[config.mk]
export PLATFORM = sky130hd
export DESIGN_NAME = fifo_stream_reader_flat
export DESIGN_NICKNAME = d
export VERILOG_FILES = /design/src/rtl/fifo_stream_reader_if.sv /design/src/rtl/fifo_stream_reader.sv /design/src/flat_wrapper.sv
export SDC_FILE = /design/constraint.sdc
export NUM_CORES = 1
export LEC_CHECK = 0
export ABC_CLOCK_PERIOD_IN_PS = 2240
export CORE_UTILIZATION = 43
export CTS_CLUSTER_DIAMETER = 150
export DETAILED_ROUTE_END_ITERATION = 16
export HOLD_SLACK_MARGIN = 0.12
export PLACE_DENSITY = 0.74
export RECOVER_POWER = 100
export SLEW_MARGIN = 30
export SYNTH_ARGS = -nofsm -noshare
export SYNTH_HDL_FRONTEND = slang
export SYNTH_SLANG_ARGS = --single-unit
[constraint.sdc]
create_clock -name clk -period 2.24 [get_ports clk]
set_input_delay 0.448 -clock clk [delete_from_list [all_inputs] [get_ports clk]]
set_output_delay 0.448 -clock clk [all_outputs]
set_load 0.05 [all_outputs]
[src/rtl/fifo_stream_reader_if.sv]
// fifo_stream_reader_if: FIFO read port plus the valid/ready output stream.
// master = the reader block, slave = the FIFO/consumer side.
interface fifo_stream_reader_if #(
  parameter int WIDTH = 8
);
  logic             fifo_empty;
  logic             fifo_rd_en;
  logic [WIDTH-1:0] fifo_data;
  logic             m_valid;
  logic             m_ready;
  logic [WIDTH-1:0] m_data;

  modport master (
    input  fifo_empty, fifo_data, m_ready,
    output fifo_rd_en, m_valid, m_data
  );

  modport slave (
    output fifo_empty, fifo_data, m_ready,
    input  fifo_rd_en, m_valid, m_data
  );
endinterface

[src/rtl/fifo_stream_reader.sv]
// fifo_stream_reader: read-side controller for the synchronous FIFO.
// Issues reads, absorbs the FIFO's 1-cycle read latency in a 2-entry skid
// buffer and presents the words as a valid/ready stream.
// Optional macro FIFO_RD_CNT_EN adds a saturating delivered-word counter.
module fifo_stream_reader #(
  parameter int WIDTH = 8,
  parameter int CNT_W = 16
) (
  input  logic                 clk,
  input  logic                 rst_n,
  fifo_stream_reader_if.master bus,
  input  logic                 flush,
  output logic [1:0]           level
`ifdef FIFO_RD_CNT_EN
  ,
  output logic [CNT_W-1:0]     word_count
`endif
);

  logic [1:0]       r_level;
  logic             r_inflight;
  logic             r_valid;
  logic [WIDTH-1:0] r_head;
  logic [WIDTH-1:0] r_tail;

  logic             w_pop;
  logic             w_capture;
  logic [2:0]       w_occ;
  logic [1:0]       w_level_next;

  // A pop during flush is not counted; the buffer is discarded anyway.
  assign w_pop     = r_valid && bus.m_ready && !flush;
  assign w_capture = r_inflight && !flush;

  // Occupancy after this cycle's pop decides whether another read fits.
  always_comb begin
    w_occ        = 3'(r_level) + 3'(r_inflight) - 3'(w_pop);
    w_level_next = r_level + 2'(w_capture) - 2'(w_pop);
  end

  assign bus.fifo_rd_en = rst_n && !bus.fifo_empty && !flush && (w_occ < 3'd2);
  assign bus.m_valid    = r_valid;
  assign bus.m_data     = r_head;
  assign level          = r_level;

  // Skid buffer: capture returning words behind the tail, shift head on pop.
  always_ff @(posedge clk) begin
    if (!rst_n) begin
      r_level    <= 2'd0;
      r_inflight <= 1'b0;
      r_valid    <= 1'b0;
      r_head     <= '0;
      r_tail     <= '0;
    end else begin
      r_inflight <= bus.fifo_rd_en;
      if (flush) begin
        r_level <= 2'd0;
        r_valid <= 1'b0;
      end else begin
        r_level <= w_level_next;
        r_valid <= (w_level_next != 2'd0);
        case ({w_capture, w_pop})
          2'b10: begin
            if (r_level == 2'd0) r_head <= bus.fifo_data;
            else                 r_tail <= bus.fifo_data;
          end
          2'b01: r_head <= r_tail;
          2'b11: begin
            if (r_level == 2'd1) begin
              r_head <= bus.fifo_data;
            end else begin
              r_head <= r_tail;
              r_tail <= bus.fifo_data;
            end
          end
          default: ;
        endcase
      end
    end
  end

`ifdef FIFO_RD_CNT_EN
  logic [CNT_W-1:0] r_cnt;

  function automatic logic [CNT_W-1:0] sat_inc(input logic [CNT_W-1:0] v);
    return (v == {CNT_W{1'b1}}) ? v : v + 1'b1;
  endfunction

  // Delivered-word counter; cleared only by reset, saturates at all-ones.
  always_ff @(posedge clk) begin
    if (!rst_n)     r_cnt <= '0;
    else if (w_pop) r_cnt <= sat_inc(r_cnt);
  end

  assign word_count = r_cnt;
`endif

endmodule

[src/flat_wrapper.sv]
// flat-port wrapper written by rule: the top's interface ports become plain ports
module fifo_stream_reader_flat 
#(
  parameter int WIDTH = 8,
  parameter int CNT_W = 16
)
  (clk, rst_n, flush, level, bus_fifo_empty, bus_fifo_data, bus_m_ready, bus_fifo_rd_en, bus_m_valid, bus_m_data);
  fifo_stream_reader_if #(.WIDTH(WIDTH)) bus_i ();
  input  logic clk;
  input  logic rst_n;
  input  logic flush;
  output logic [1:0] level;
  input wire logic [$bits(bus_i.fifo_empty)-1:0] bus_fifo_empty;
  input wire logic [$bits(bus_i.fifo_data)-1:0] bus_fifo_data;
  input wire logic [$bits(bus_i.m_ready)-1:0] bus_m_ready;
  output wire logic [$bits(bus_i.fifo_rd_en)-1:0] bus_fifo_rd_en;
  output wire logic [$bits(bus_i.m_valid)-1:0] bus_m_valid;
  output wire logic [$bits(bus_i.m_data)-1:0] bus_m_data;
  assign bus_i.fifo_empty = bus_fifo_empty;
  assign bus_i.fifo_data = bus_fifo_data;
  assign bus_i.m_ready = bus_m_ready;
  assign bus_fifo_rd_en = bus_i.fifo_rd_en;
  assign bus_m_valid = bus_i.m_valid;
  assign bus_m_data = bus_i.m_data;
  fifo_stream_reader #(.WIDTH(WIDTH), .CNT_W(CNT_W)) u_core (.clk(clk), .rst_n(rst_n), .bus(bus_i), .flush(flush), .level(level));
endmodule
==> flow_metrics.py, run 1 <==
metrics = {
    "grt": {
        "grtUsageTotal_pct": 19.60,
        "grt_use_met2_pct": 33.33,
        "grt_busiest_layer": "met2",
        "grt_pass1_wl_um": 3698,
        "grt_max_degree": 26,
        "met3_usage_pct": 3.704,
        "overflow": 0,
        "antenna_found_initial": 0,
        "first_global_vias": 811,
        "grtUsageMet1_pct": 24.15,
    },
    "min_path": {
        "hold_class": "primary input to flop",
        "worst_hold_startpoint": "flush",
    },
    "die": {
        "die_y_um": 50.10,
        "dieArea_sq_mm": 0.002510,
        "chipWidth_um": 50.10,
        "core-area_sq_mm": 0.002191,
        "rows": 17,
        "start_util_pct": 45.40,
        "boundaryPins": 25,
    },
    "timing": {
        "tns_ps": -248.8,
        "fin_crit_ps": 2489,
        "skew_ps": 4.953,
        "max_freq_mhz": 401.8,
        "hold_viol": 0,
        "rsz0062_at_grt": "true",
        "setup_viol": 1,
        "slew_headroom_pct": 60.61,
        "fin_crit_sh_pct": 111.1,
        "worst_pin_slew_ps": 590.9,
        "whs_ps": 444.1,
        "fin_ws_ps": -248.8,
        "slew_violations": 0,
    },
    "synthesis": {
        "ys_seq_elements": 20,
        "syn-num-nets": 116,
        "synth_area_sq_um": 994.7,
        "ys_seq_area_share_pct": 40.25,
        "synth_warnings": 0,
        "synth_cells": 99,
        "ys_types": 31,
        "avgSynthCellArea_sq_um": 10.05,
    },
    "finish": {
        "fin_cells": 160,
        "final_layout_size_suffix_gt1_share_pct": 21.97,
        "utilization_pct": 63.51,
        "area_delta_synth_final_pct": 39.87,
        "fillers": 187,
        "nets": 150,
        "n_antenna_cell": 0,
    },
    "job": {
        "maxCapViolCount": 0,
    },
    "power": {
        "peakVddDrop_mv": 0.3091,
        "power.density_mw_per_mm2": 494.5,
        "p_leak_uw": 0.0005642,
    },
    "clock_tree": {
        "cts_tree": "done",
        "cts.hold.buffers_added": 0,
        "clock_sinks": 20,
        "numCtsBuffers": 3,
        "clkLatencyLatePin_ps": 300,
        "cts_root_buf": "clkbuf_4",
        "h-tree-depth": 1,
        "clkSlewWorstSetupHoldPaths_ps": 120,
        "clock_path_buffers": 2,
    },
    "detailed_routing": {
        "drc_errors": 0,
        "viasPerCell": 5.244,
        "wl_um": 2123,
        "antenna_left": 0,
        "drtPass1Iterations": 4,
        "vias": 839,
        "wire_per_inst_um": 13.27,
        "drt_iter0_drc": 7,
    },
    "critical_path": {
        "arrival_ps": 2040,
        "path_class": "flop to output pin",
        "worstPathRequired_ps": 1790,
        "r2r_start": "u_core.level[1]",
        "crit_path_max_fanout": 2,
        "startpoint": "u_core.bus.m_valid",
        "cp-start-kind": "flop",
        "end_kind": "output pin",
    },
    "placement": {
        "gp_congestion": 0.7864,
        "place_inst": 154,
        "portBuffers": 24,
        "post-dp-hpwl_um": 1633,
    },
    "run_status": {
        "status": "finished with violations",
        "violations": "setup timing",
    },
}
-- through the flow --
step,worst slack [ps],cell area (sq um),total power (uW)
after floorplan,-117.0,1021,434.9
after global placement,-537.3,1343,485.8
after detailed placement,-615.0,1343,488.6
after CTS,-268.9,1398,693.7
after global routing,-332.3,1391,715.1
final,-248.8,1391,688.0
-- cell families after synthesis --
| group | count (synthesis) | synth area share, % |
|---|---|---|
| and+or+nand+nor | 36 | 22.26 |
| adders and majority gates | 4 | 5.787 |
| AOI/OAI and AO/OA | 16 | 16.48 |
| DFF | 20 | 40.25 |
| buffers and inverters | 13 | 5.409 |
| xor gates and xnor gates | 2 | 1.761 |
| muxes | 8 | 8.051 |
-- worst paths after layout --
kind / depth (start not counted) / end / slack [ps]
max: 8 / bus_fifo_rd_en / -250
min: 3 / u_core.level[1] / 440
max reg2reg: 4 / u_core.r_tail[7] / 560
min reg2reg: 2 / u_core.r_tail[1] / 470
-- sequential cells by signal, summed over array words and instances (netlist names) --
name                flops
u_core.bus.m_data       8
u_core.r_tail           8
u_core.level            2
u_core.bus.m_valid      1
u_core.r_inflight       1
-- Yosys cell counts (all sizes together) --
cell | instances | share of area (%)
and2 | 2 | 1.3
nand4b | 1 | 0.88
o221a | 6 | 6.8
mux2i | 8 | 8.1
nand4 | 4 | 2.5
a21bo | 1 | 1.0
fa | 1 | 2.0
or2 | 1 | 0.63
a211o | 1 | 0.88
o311ai | 2 | 2.5
ha | 3 | 3.8
dfxtp | 20 | 40
and3b | 1 | 0.88
o31a | 6 | 5.3
or4b | 1 | 1.4
buf | 3 | 1.6
xnor2 | 2 | 1.8
nand2 | 18 | 7.5
nor2b | 2 | 1.3
nor3 | 1 | 0.50
and4b | 2 | 2.0
and3 | 1 | 0.63
nand3b | 2 | 2.8
clkbuf | 2 | 0.75
inv | 8 | 3.0
-- area by class of cell --
| cell class | instances | area [sq um] | share of cell area, % |
|---|---|---|---|
| Multi-Input combinational cell | 66 | 561.8 | 40.38 |
| Tap cell | 28 | 35.03 | 2.518 |
| Inverter | 8 | 32.53 | 2.338 |
| Timing Repair Buffer | 34 | 320.3 | 23.02 |
| Clock buffer | 4 | 36.28 | 2.608 |
| Sequential cell | 20 | 405.4 | 29.14 |
-- cell usage in the layout, fill, tap and decap left out, types with 2 or more instances in the layout --
| master | netlist | routed |
|---|---|---|
| o31a_1 | 6 | 6 |
| clkdlybuf4s50_1 | 0 | 20 |
| nor2b_1 | 2 | 2 |
| and2_1 | 2 | 2 |
| nand2_1 | 17 | 16 |
| dfxtp_1 | 20 | 18 |
| ha_1 | 3 | 2 |
| inv_2 | 2 | 2 |
| o311ai_0 | 0 | 2 |
| mux2i_1 | 8 | 8 |
| clkbuf_4 | 0 | 3 |
| buf_4 | 1 | 9 |
| inv_1 | 6 | 5 |
| nand4_1 | 4 | 4 |
| o221a_1 | 6 | 6 |
-- worst max-delay path: stages, from the launching register on --
cell	delay, ps
dfxtp_4	380
nand3b_4	90
inv_4	60
ha_4	190
inv_2	60
nand2_2	50
fa_2	530
and4b_4	240
buf_12	130
-- layer usage --
metal / part of all wire (%) / up-vias
met5: 0 / -
met4: 0.61 / 0
met2: 50 / 21
met3: 4.9 / 2
met1: 45 / 390
li1: - / 426
-- repair_timing --
action / 4_1_cts / 5_1_grt
pin swaps: 2 / 0
setup buffers: 2 / 0
resized for setup: 8 / 2
setup endpoints to repair: 1 / 2
-- power by group --
part | internal, uW | switching, uW | total [uW]
registers | 362 | 4.76 | 367
logic | 54.8 | 57.0 | 112
clock network | 99.0 | 110 | 209
total | 516 | 172 | 688
Power figures use the tool's default switching activity.
==> run 2: changes to the inputs <==
--- a/config.mk
+++ b/config.mk
@@ -6,12 +6,14 @@
 export NUM_CORES = 1
 export LEC_CHECK = 0
 export ABC_CLOCK_PERIOD_IN_PS = 2240
-export CORE_UTILIZATION = 43
+export CORE_UTILIZATION = 50
 export CTS_CLUSTER_DIAMETER = 150
 export DETAILED_ROUTE_END_ITERATION = 16
+export DONT_BUFFER_PORTS = 1
 export HOLD_SLACK_MARGIN = 0.12
-export PLACE_DENSITY = 0.74
+export PLACE_DENSITY_LB_ADDON = 0.08
 export RECOVER_POWER = 100
+export REMOVE_ABC_BUFFERS = 1
 export SLEW_MARGIN = 30
 export SYNTH_ARGS = -nofsm -noshare
 export SYNTH_HDL_FRONTEND = slang
==> flow_metrics.py, run 2 (synthesis results as in run 1) <==
metrics = {
    "run_status": {
        "status": "finished with violations",
        "violations": "setup timing",
    },
    "power": {
        "intPower_uw": 567.0,
        "switching_share_pct": 22.48,
        "p_leak_uw": 0.0004441,
        "peakVddDrop_mv": 0.4010,
        "clkPwrFrac_pct": 40.9,
        "combinationalPowerShare_pct": 6.1,
        "switchingPower_uw": 164.5,
        "power.share.sequential_pct": 53.0,
        "power.density_mw_per_mm2": 647.4,
    },
    "grt": {
        "overflow": 0,
        "grtUsageTotal_pct": 22.11,
        "grt_pass1_wl_um": 3160,
        "antenna_found_initial": 0,
        "first_global_vias": 685,
        "grt_max_degree": 27,
    },
    "timing": {
        "rsz0062_at_grt": "true",
        "worst_pin_slew_ps": 786.5,
        "tns_ps": -258.8,
        "hold_viol": 0,
        "fin_ws_ps": -258.8,
        "max_freq_mhz": 400.2,
        "fin_crit_sh_pct": 111.6,
        "fin_crit_ps": 2499,
        "whs_ps": 235.7,
        "skew_ps": 9.470,
        "slew_violations": 0,
        "setup_viol": 1,
        "slew_headroom_pct": 47.56,
    },
    "placement": {
        "portBuffers": 0,
        "place_inst": 125,
        "gp_congestion": 0.9044,
        "place_ws_ps": -153.6,
        "post-dp-hpwl_um": 1422,
    },
    "clock_tree": {
        "cts.hold.buffers_added": 0,
        "clkSlewWorstSetupHoldPaths_ps": 110,
        "cts_root_buf": "clkbuf_4",
        "numCtsBuffers": 3,
        "clkLatencyLatePin_ps": 310,
        "cts_tree": "done",
        "clock_path_buffers": 2,
        "clock_sinks": 20,
        "h-tree-depth": 1,
        "cts_setup_buffers": 0,
    },
    "die": {
        "chipWidth_um": 46.60,
        "die_y_um": 46.60,
        "dieArea_sq_mm": 0.002172,
        "start_util_pct": 55.21,
        "rows": 15,
        "boundaryPins": 25,
        "core-area_sq_mm": 0.001802,
    },
    "finish": {
        "final_layout_size_suffix_gt1_share_pct": 19.23,
        "n_antenna_cell": 0,
        "nets": 122,
        "area_delta_synth_final_pct": 13.58,
        "multiInputGateArea_sq_um": 558.0,
        "fillers": 167,
        "utilization_pct": 62.71,
        "final_common_cell": "dfxtp_1",
        "fin_cells": 129,
        "layout_common_cells": "19 x dfxtp_1, 16 x nand2_1, 8 x mux2i_1",
        "regArea_sq_um": 401.6,
    },
    "detailed_routing": {
        "vias": 759,
        "drtPass1Iterations": 4,
        "antenna_left": 0,
        "drt_iter0_drc": 10,
        "wl_um": 2060,
        "wire_per_inst_um": 15.97,
        "viasPerCell": 5.884,
        "drc_errors": 0,
    },
    "critical_path": {
        "reg2reg_depth": 4,
        "end_kind": "output pin",
        "r2r_slack_ps": 240,
        "worstPathRequired_ps": 1790,
        "cp-start-kind": "flop",
        "r2r_start": "u_core.level[0]",
        "arrival_ps": 2050,
        "crit_path_max_fanout": 2,
        "r2r_end": "u_core.bus.m_data[5]",
        "path_class": "flop to output pin",
    },
    "min_path": {
        "hold_class": "primary input to flop",
        "worst_hold_startpoint": "flush",
        "hold_depth": 1,
        "min_delay_worst_endpoint": "u_core.level[1]",
    },
    "job": {
        "maxCapViolCount": 0,
    },
}
run 2: area by class of cell:
| cell class | instances | area share, % |
|---|---|---|
| inverter | 8 | 2.879 |
| multi-input combinational | 66 | 49.39 |
| sequential | 20 | 35.55 |
| clock buffer | 3 | 1.993 |
| timing repair buffer | 6 | 4.762 |
| clock inverter | 1 | 2.658 |
| tap | 25 | 2.769 |
run 2: what timing repair did:
action / CTS / global route
gates cloned: 0 / 0
resized for setup: 6 / 1
pin swaps: 2 / 2
setup endpoints to repair: 1 / 1
run 2: how the worst max path moves through the flow:
stage	from	end	slack, ps
after floorplan	u_core.bus.m_valid	bus_fifo_rd_en	-560
after global routing	u_core.bus.m_valid	bus_fifo_rd_en	-340
after global placement	flush	bus_fifo_rd_en	-110
final	u_core.bus.m_valid	bus_fifo_rd_en	-260
after CTS	u_core.bus.m_valid	bus_fifo_rd_en	-260
after detailed placement	flush	bus_fifo_rd_en	-150
run 2: power by group through the flow:
stage	clock, uW	sequential, uW	combinational [uW]
final	299	387	44.9
after global routing	318	389	48.8
after CTS	306	388	45.8
after detailed placement	0	395	44.4
after global placement	0	395	43.7
after floorplan	0	397	30.7
run 2: metal layers:
metal | vias up | GRT usage [%] | part of all wire (%)
met5 | - | 0 | 0
met4 | 0 | 14.71 | 2.4
met3 | 4 | 5.490 | 5.4
met2 | 22 | 33.06 | 48
met1 | 365 | 27.68 | 44
li1 | 368 | - | -
run 2: critical path: stages (launching register included):
cell      delay (ps)
dfxtp_2          380
nand3b_4          90
inv_2             70
ha_4             190
inv_4             50
nand2_2           50
fa_2             530
and4b_1          250
buf_12           150
run 2: metrics by stage:
stage | power (uW) | instance area, sq um
after global placement | 439.0 | 1060
after floorplan | 428.0 | 970.9
after global routing | 755.5 | 1130
final | 731.4 | 1130
after CTS | 738.9 | 1139
after detailed placement | 439.7 | 1060
